$ cat src/rtl/lsu_pkg.sv
// Shared types for the multi-byte load/store unit: FSM state encoding and
// the latched request record.
package lsu_pkg;

  localparam int LSU_ADDR_W    = 16;
  localparam int LSU_MAX_BYTES = 2;
  localparam int LSU_LEN_W     = $clog2(LSU_MAX_BYTES + 1);

  typedef enum logic [1:0] {
    IDLE  = 2'd0,
    XFER  = 2'd1,
    DRAIN = 2'd2,
    RESP  = 2'd3
  } lsu_state_t;

  typedef struct packed {
    logic                         write;
    logic [LSU_LEN_W-1:0]         len;
    logic [LSU_ADDR_W-1:0]        addr;
    logic [8*LSU_MAX_BYTES-1:0]   wdata;
  } lsu_req_t;

endpackage

$ cat src/rtl/lsu_mb.sv
// Multi-byte load/store unit: splits one request of 1..MAX_BYTES bytes into
// back-to-back single-byte memory accesses and assembles loads little-endian.
// Every output is decoded from registered state, so req_* never reaches mem_*
// combinationally, and the asynchronous reset drops mem_en/mem_we at once.
module lsu_mb
  import lsu_pkg::*;
#(
  parameter int ADDR_W    = 16,
  parameter int MAX_BYTES = 2,
  parameter int LEN_W     = $clog2(MAX_BYTES + 1)
) (
  input  logic                   clk,
  input  logic                   rst_n,
  input  logic                   req_valid,
  output logic                   req_ready,
  input  logic                   req_write,
  input  logic [LEN_W-1:0]       req_len,
  input  logic [ADDR_W-1:0]      req_addr,
  input  logic [8*MAX_BYTES-1:0] req_wdata,
  output logic                   resp_valid,
  output logic                   resp_err,
  output logic [8*MAX_BYTES-1:0] resp_rdata,
  output logic [ADDR_W-1:0]      mem_addr,
  output logic                   mem_en,
  output logic                   mem_we,
  output logic [7:0]             mem_wdata,
  input  logic [7:0]             mem_rdata
);

  localparam int CNT_W = (MAX_BYTES > 1) ? $clog2(MAX_BYTES) : 1;
  localparam int DW    = 8 * MAX_BYTES;

  lsu_state_t        state_q, state_d;
  logic              write_q, write_d;
  logic [LEN_W-1:0]  len_q, len_d;
  logic [ADDR_W-1:0] addr_q, addr_d;
  logic [DW-1:0]     wdata_q, wdata_d;
  logic [CNT_W-1:0]  cnt_q, cnt_d;
  logic              err_q, err_d;
  // Load capture runs one cycle behind the address: cap_vld/cap_idx remember
  // which buffer byte the data now on mem_rdata belongs to.
  logic              cap_vld_q, cap_vld_d;
  logic [CNT_W-1:0]  cap_idx_q, cap_idx_d;
  logic [DW-1:0]     rbuf_q, rbuf_d;

  logic              len_ok;
  logic [LEN_W-1:0]  cnt_plus1;
  logic              last_byte;

  assign len_ok    = (req_len != '0) && (req_len <= LEN_W'(MAX_BYTES));
  assign cnt_plus1 = LEN_W'(cnt_q) + LEN_W'(1);
  assign last_byte = (cnt_plus1 == len_q);

  // Next-state, request latching, byte counter and read-buffer capture.
  always_comb begin
    state_d   = state_q;
    write_d   = write_q;
    len_d     = len_q;
    addr_d    = addr_q;
    wdata_d   = wdata_q;
    cnt_d     = cnt_q;
    err_d     = err_q;
    cap_vld_d = 1'b0;
    cap_idx_d = cnt_q;
    rbuf_d    = rbuf_q;

    if (cap_vld_q) begin
      rbuf_d[cap_idx_q*8 +: 8] = mem_rdata;
    end

    case (state_q)
      IDLE: begin
        if (req_valid) begin
          write_d = req_write;
          len_d   = req_len;
          addr_d  = req_addr;
          wdata_d = req_wdata;
          cnt_d   = '0;
          rbuf_d  = '0;
          err_d   = !len_ok;
          state_d = len_ok ? XFER : RESP;
        end
      end
      XFER: begin
        cap_vld_d = !write_q;
        if (last_byte) begin
          state_d = write_q ? RESP : DRAIN;
        end else begin
          cnt_d = cnt_q + CNT_W'(1);
        end
      end
      DRAIN: state_d = RESP;
      RESP:  state_d = IDLE;
      default: state_d = IDLE;
    endcase
  end

  // State and datapath registers, all cleared by the asynchronous reset.
  always_ff @(posedge clk or negedge rst_n) begin
    if (!rst_n) begin
      state_q   <= IDLE;
      write_q   <= 1'b0;
      len_q     <= '0;
      addr_q    <= '0;
      wdata_q   <= '0;
      cnt_q     <= '0;
      err_q     <= 1'b0;
      cap_vld_q <= 1'b0;
      cap_idx_q <= '0;
      rbuf_q    <= '0;
    end else begin
      state_q   <= state_d;
      write_q   <= write_d;
      len_q     <= len_d;
      addr_q    <= addr_d;
      wdata_q   <= wdata_d;
      cnt_q     <= cnt_d;
      err_q     <= err_d;
      cap_vld_q <= cap_vld_d;
      cap_idx_q <= cap_idx_d;
      rbuf_q    <= rbuf_d;
    end
  end

  // Output decode from registered state only.
  always_comb begin
    req_ready  = (state_q == IDLE);
    resp_valid = (state_q == RESP);
    resp_err   = (state_q == RESP) && err_q;
    resp_rdata = (state_q == RESP) ? rbuf_q : '0;
    mem_en     = (state_q == XFER);
    mem_we     = (state_q == XFER) && write_q;
    mem_addr   = '0;
    mem_wdata  = '0;
    if (state_q == XFER) begin
      mem_addr  = addr_q + ADDR_W'(cnt_q);
      mem_wdata = wdata_q[cnt_q*8 +: 8];
    end
  end

endmodule

$ cat config.mk
export PLATFORM = sky130hd
export DESIGN_NAME = lsu_mb
export DESIGN_NICKNAME = d
export VERILOG_FILES = /design/src/rtl/lsu_pkg.sv /design/src/rtl/lsu_mb.sv
export SDC_FILE = /design/constraint.sdc
export NUM_CORES = 1
export LEC_CHECK = 0
export CORE_MARGIN = 1.5
export CORE_UTILIZATION = 50
export DETAILED_ROUTE_END_ITERATION = 10
export GPL_ROUTABILITY_DRIVEN = 1
export GPL_TIMING_DRIVEN = 0
export PLACE_DENSITY_LB_ADDON = 0.12
export RECOVER_POWER = 100
export SLEW_MARGIN = 5
export SYNTH_ARGS = -nofsm -noshare
export SYNTH_HDL_FRONTEND = slang
export SYNTH_SLANG_ARGS = --single-unit
$ cat constraint.sdc
create_clock -name clk -period 3.2 [get_ports clk]
set_clock_uncertainty 0.15 [all_clocks]
set_input_delay 0.32 -clock clk [delete_from_list [all_inputs] [get_ports clk]]
set_output_delay 0.32 -clock clk [all_outputs]
set_load 0.03 [all_outputs]
==> results.ini <==
[pwr]
p_per_area_nw_per_um2 = 902
vdd_drop_max_uv = 523
power.total_mw = 3.68
leakage_nw = 1.96

[floorplan]
dieWidth_um = 79.4
start_util = 0.524
rows = 27
dieArea_um2 = 6310
die_y_um = 79.4
core_um2 = 5570
ios = 91

[cells_and_area]
fill_cells = 451
ff_latch_area_um2 = 1430
diodes = 0
utilization = 0.732
layout_common_cells = nand2_1 (119), clkdlybuf4s50_1 (59), dfrtp_1 (57)
area_growth_pct = 39.6
layout_commonest_cell = nand2_1
multi_input_area_um2 = 1400
drive_gt1_frac = 0.0466
nNetsFinal = 500

[logic_synthesis]
syn_area_per_cell_um2 = 8.47
synthCells = 345
yosysSeqAreaShare = 0.488
synth_adder_area_share = 0.0291
yosysWarnings = 0
synth_compound_area_frac = 0.0514
netlist_area_um2 = 2920
ys_ff_latch = 57
synth_fp_nets = 397
synth-simple-area-share = 0.306
synth_cell_types = 34
synth_top_family_by_area = simple AND/OR/NAND/NOR gates
synth_xor_area_frac = 0.0300
synthMuxAreaShare = 0.0617

[timing]
tightest_slew_ps = 1170
setup_ws_ps = 118
slew_headroom = 0.221
setup_viol = 0
final_max_slew_viol_count = 0
min_period_ps = 3080
holdWs_ps = 312
fin_crit_sh = 0.963
clock.fmax_ghz = 0.324
grt_setup_unrepaired = no
finalHoldViolations = 0

[clock_network]
clockBufferDepth = 2
root_buffer = clkbuf_8
tritoncts = done
cts.clk_slew.worst_paths_ps = 70
cts_made_buffers = 9
clkLatencyLatePin_ps = 330
cts.sinks = 57
h-tree-depth = 3

[global_route]
grt_antenna_before_repair = 0
grt_pass1_vias = 2638
grt_max_degree = 38
grt_first_pass_wirelength_um = 12100
grtUsageTotal = 0.250
gr-total-overflow = 0

[critical_path]
critPathLaunchType = flip-flop
crit_arrival_ps = 2610
endpoint_kind = primary output
cp.required_ps = 2730
worstPathMaxFanout = 10
r2r_setup_slack_ps = 1010
worstSetupPathType = flip-flop to primary output

[run_status]
outcome = finished, final reports clean

[routing]
wl_per_cell_um = 13.9
dr_total_vias = 2733
dr.pass1.iters = 4
drc = 0
drtIter0Drc = 156
drt_wl_total_um = 7260
routed_via_density = 5.23
ant_nets = 0

[placement]
pre_cts_slack_ps = 283
io_buffers = 90
hpwl_um = 5320
gp_congestion = 0.860

[min_path]
min_path_type = flip-flop to flip-flop

[flow_run]
drv_cap = 0

==> power by group <==
group	leakage, nW	total, mW	internal (mW)	switching (mW)
logic	1.13	1.74	0.680	1.06
registers	0.724	1.30	1.05	0.252
clock network	0.0978	0.641	0.368	0.273
total	1.96	3.68	2.09	1.58
==> through the flow <==
| stage | cells | cell area, µm² | setup TNS (ps) |
|---|---|---|---|
| 2_1_floorplan | 345 | 2920 | 0 |
| 4_1_cts | 523 | 4120 | 0 |
| 6_report | 523 | 4080 | 0 |
| 5_1_grt | 523 | 4080 | 0 |
| 3_3_place_gp | 507 | 3910 | -5960 |
| 3_5_place_dp | 508 | 3930 | 0 |
==> cell type report <==
cell class / count / area share
inverters: 8 / 0.00736
multi-input cells: 263 / 0.344
clock buffers: 10 / 0.0338
plain buffers: 17 / 0.0166
clock inverters: 4 / 0.0110
repair buffers: 92 / 0.215
flip-flops and latches: 57 / 0.350
well taps: 72 / 0.0221
==> cell usage after synthesis <==
cell type	n	share of area
or3b_2	1	0.0030
o31ai_1	2	0.0051
maj3_1	1	0.0034
nand4_2	1	0.0043
clkbuf_1	11	0.014
or4_1	2	0.0051
and2_1	19	0.041
xnor2_1	6	0.018
nand3_1	12	0.021
buf_1	5	0.0064
nor3_1	1	0.0017
nand2_1	119	0.15
mux2i_1	18	0.062
o22a_1	1	0.0030
and4_1	1	0.0030
nand2b_1	2	0.0043
and2b_2	1	0.0030
nor2b_1	1	0.0021
nand3_2	1	0.0034
o41ai_1	1	0.0030
nor2_1	29	0.037
a31oi_1	2	0.0043
nand4_1	2	0.0043
nor4_1	3	0.0064
a21oi_1	14	0.024
buf_4	1	0.0026
dfrtp_1	57	0.49
xor2_1	4	0.012
or3_1	4	0.0086
ha_1	6	0.026
nand3b_1	1	0.0026
or3b_1	1	0.0030
o21ai_0	7	0.012
inv_1	8	0.010
==> cells by family (layout without fill, tap and decap cells) <==
group,after synthesis,after routing
flops,57,57
fa+ha+maj,7,7
buf+inv,25,131
xor+xnor,10,10
mux,18,18
simple gates,201,201
compound gates,27,27
==> flip-flops by register name, summed over array words and instances (netlist names) <==
name	flops
wdata_q	16
cap_idx_d	1
cap_idx_q	1
state_q	2
err_q	1
len_q	2
cap_vld_q	1
write_q	1
addr_q	16
rbuf_q	16
==> routing by layer <==
metal / global-route usage / vias up / wire [µm]
met3: 0.0514 / 24 / 455
met5: 0 / - / 0
met4: 0.139 / 0 / 237
met2: 0.397 / 100 / 3450
li1: - / 1319 / -
met1: 0.319 / 1290 / 3110
==> final timing paths <==
path                                end  depth (start not counted)  startpoint
max in group asynchronous    addr_q[10]                          3       rst_n
hold reg to reg               cap_vld_q                          1     write_q
setup / recovery           mem_wdata[7]                          6  state_q[1]
min in group asynchronous     rbuf_q[0]                          2       rst_n
hold / removal                cap_vld_q                          1     write_q
setup reg to reg              addr_q[7]                          7  state_q[0]
==> worst max-delay path: stages, from the launching register on <==
cell	delay, ps
dfrtp_1	410
inv_1	120
ha_1	360
inv_1	180
clkbuf_1	310
nor2_1	210
clkdlybuf4s50_1	690
==> what timing repair did <==
item / 4_1_cts / 5_1_grt
setup endpoints to repair: 1 / 5
pin swaps: 0 / 0
hold buffers: 1 / 0
endpoints found under the hold margin: 20 / 0
buffers inserted: 0 / 0
gates resized for setup: 1 / 6
Power figures use the tool's default switching activity.
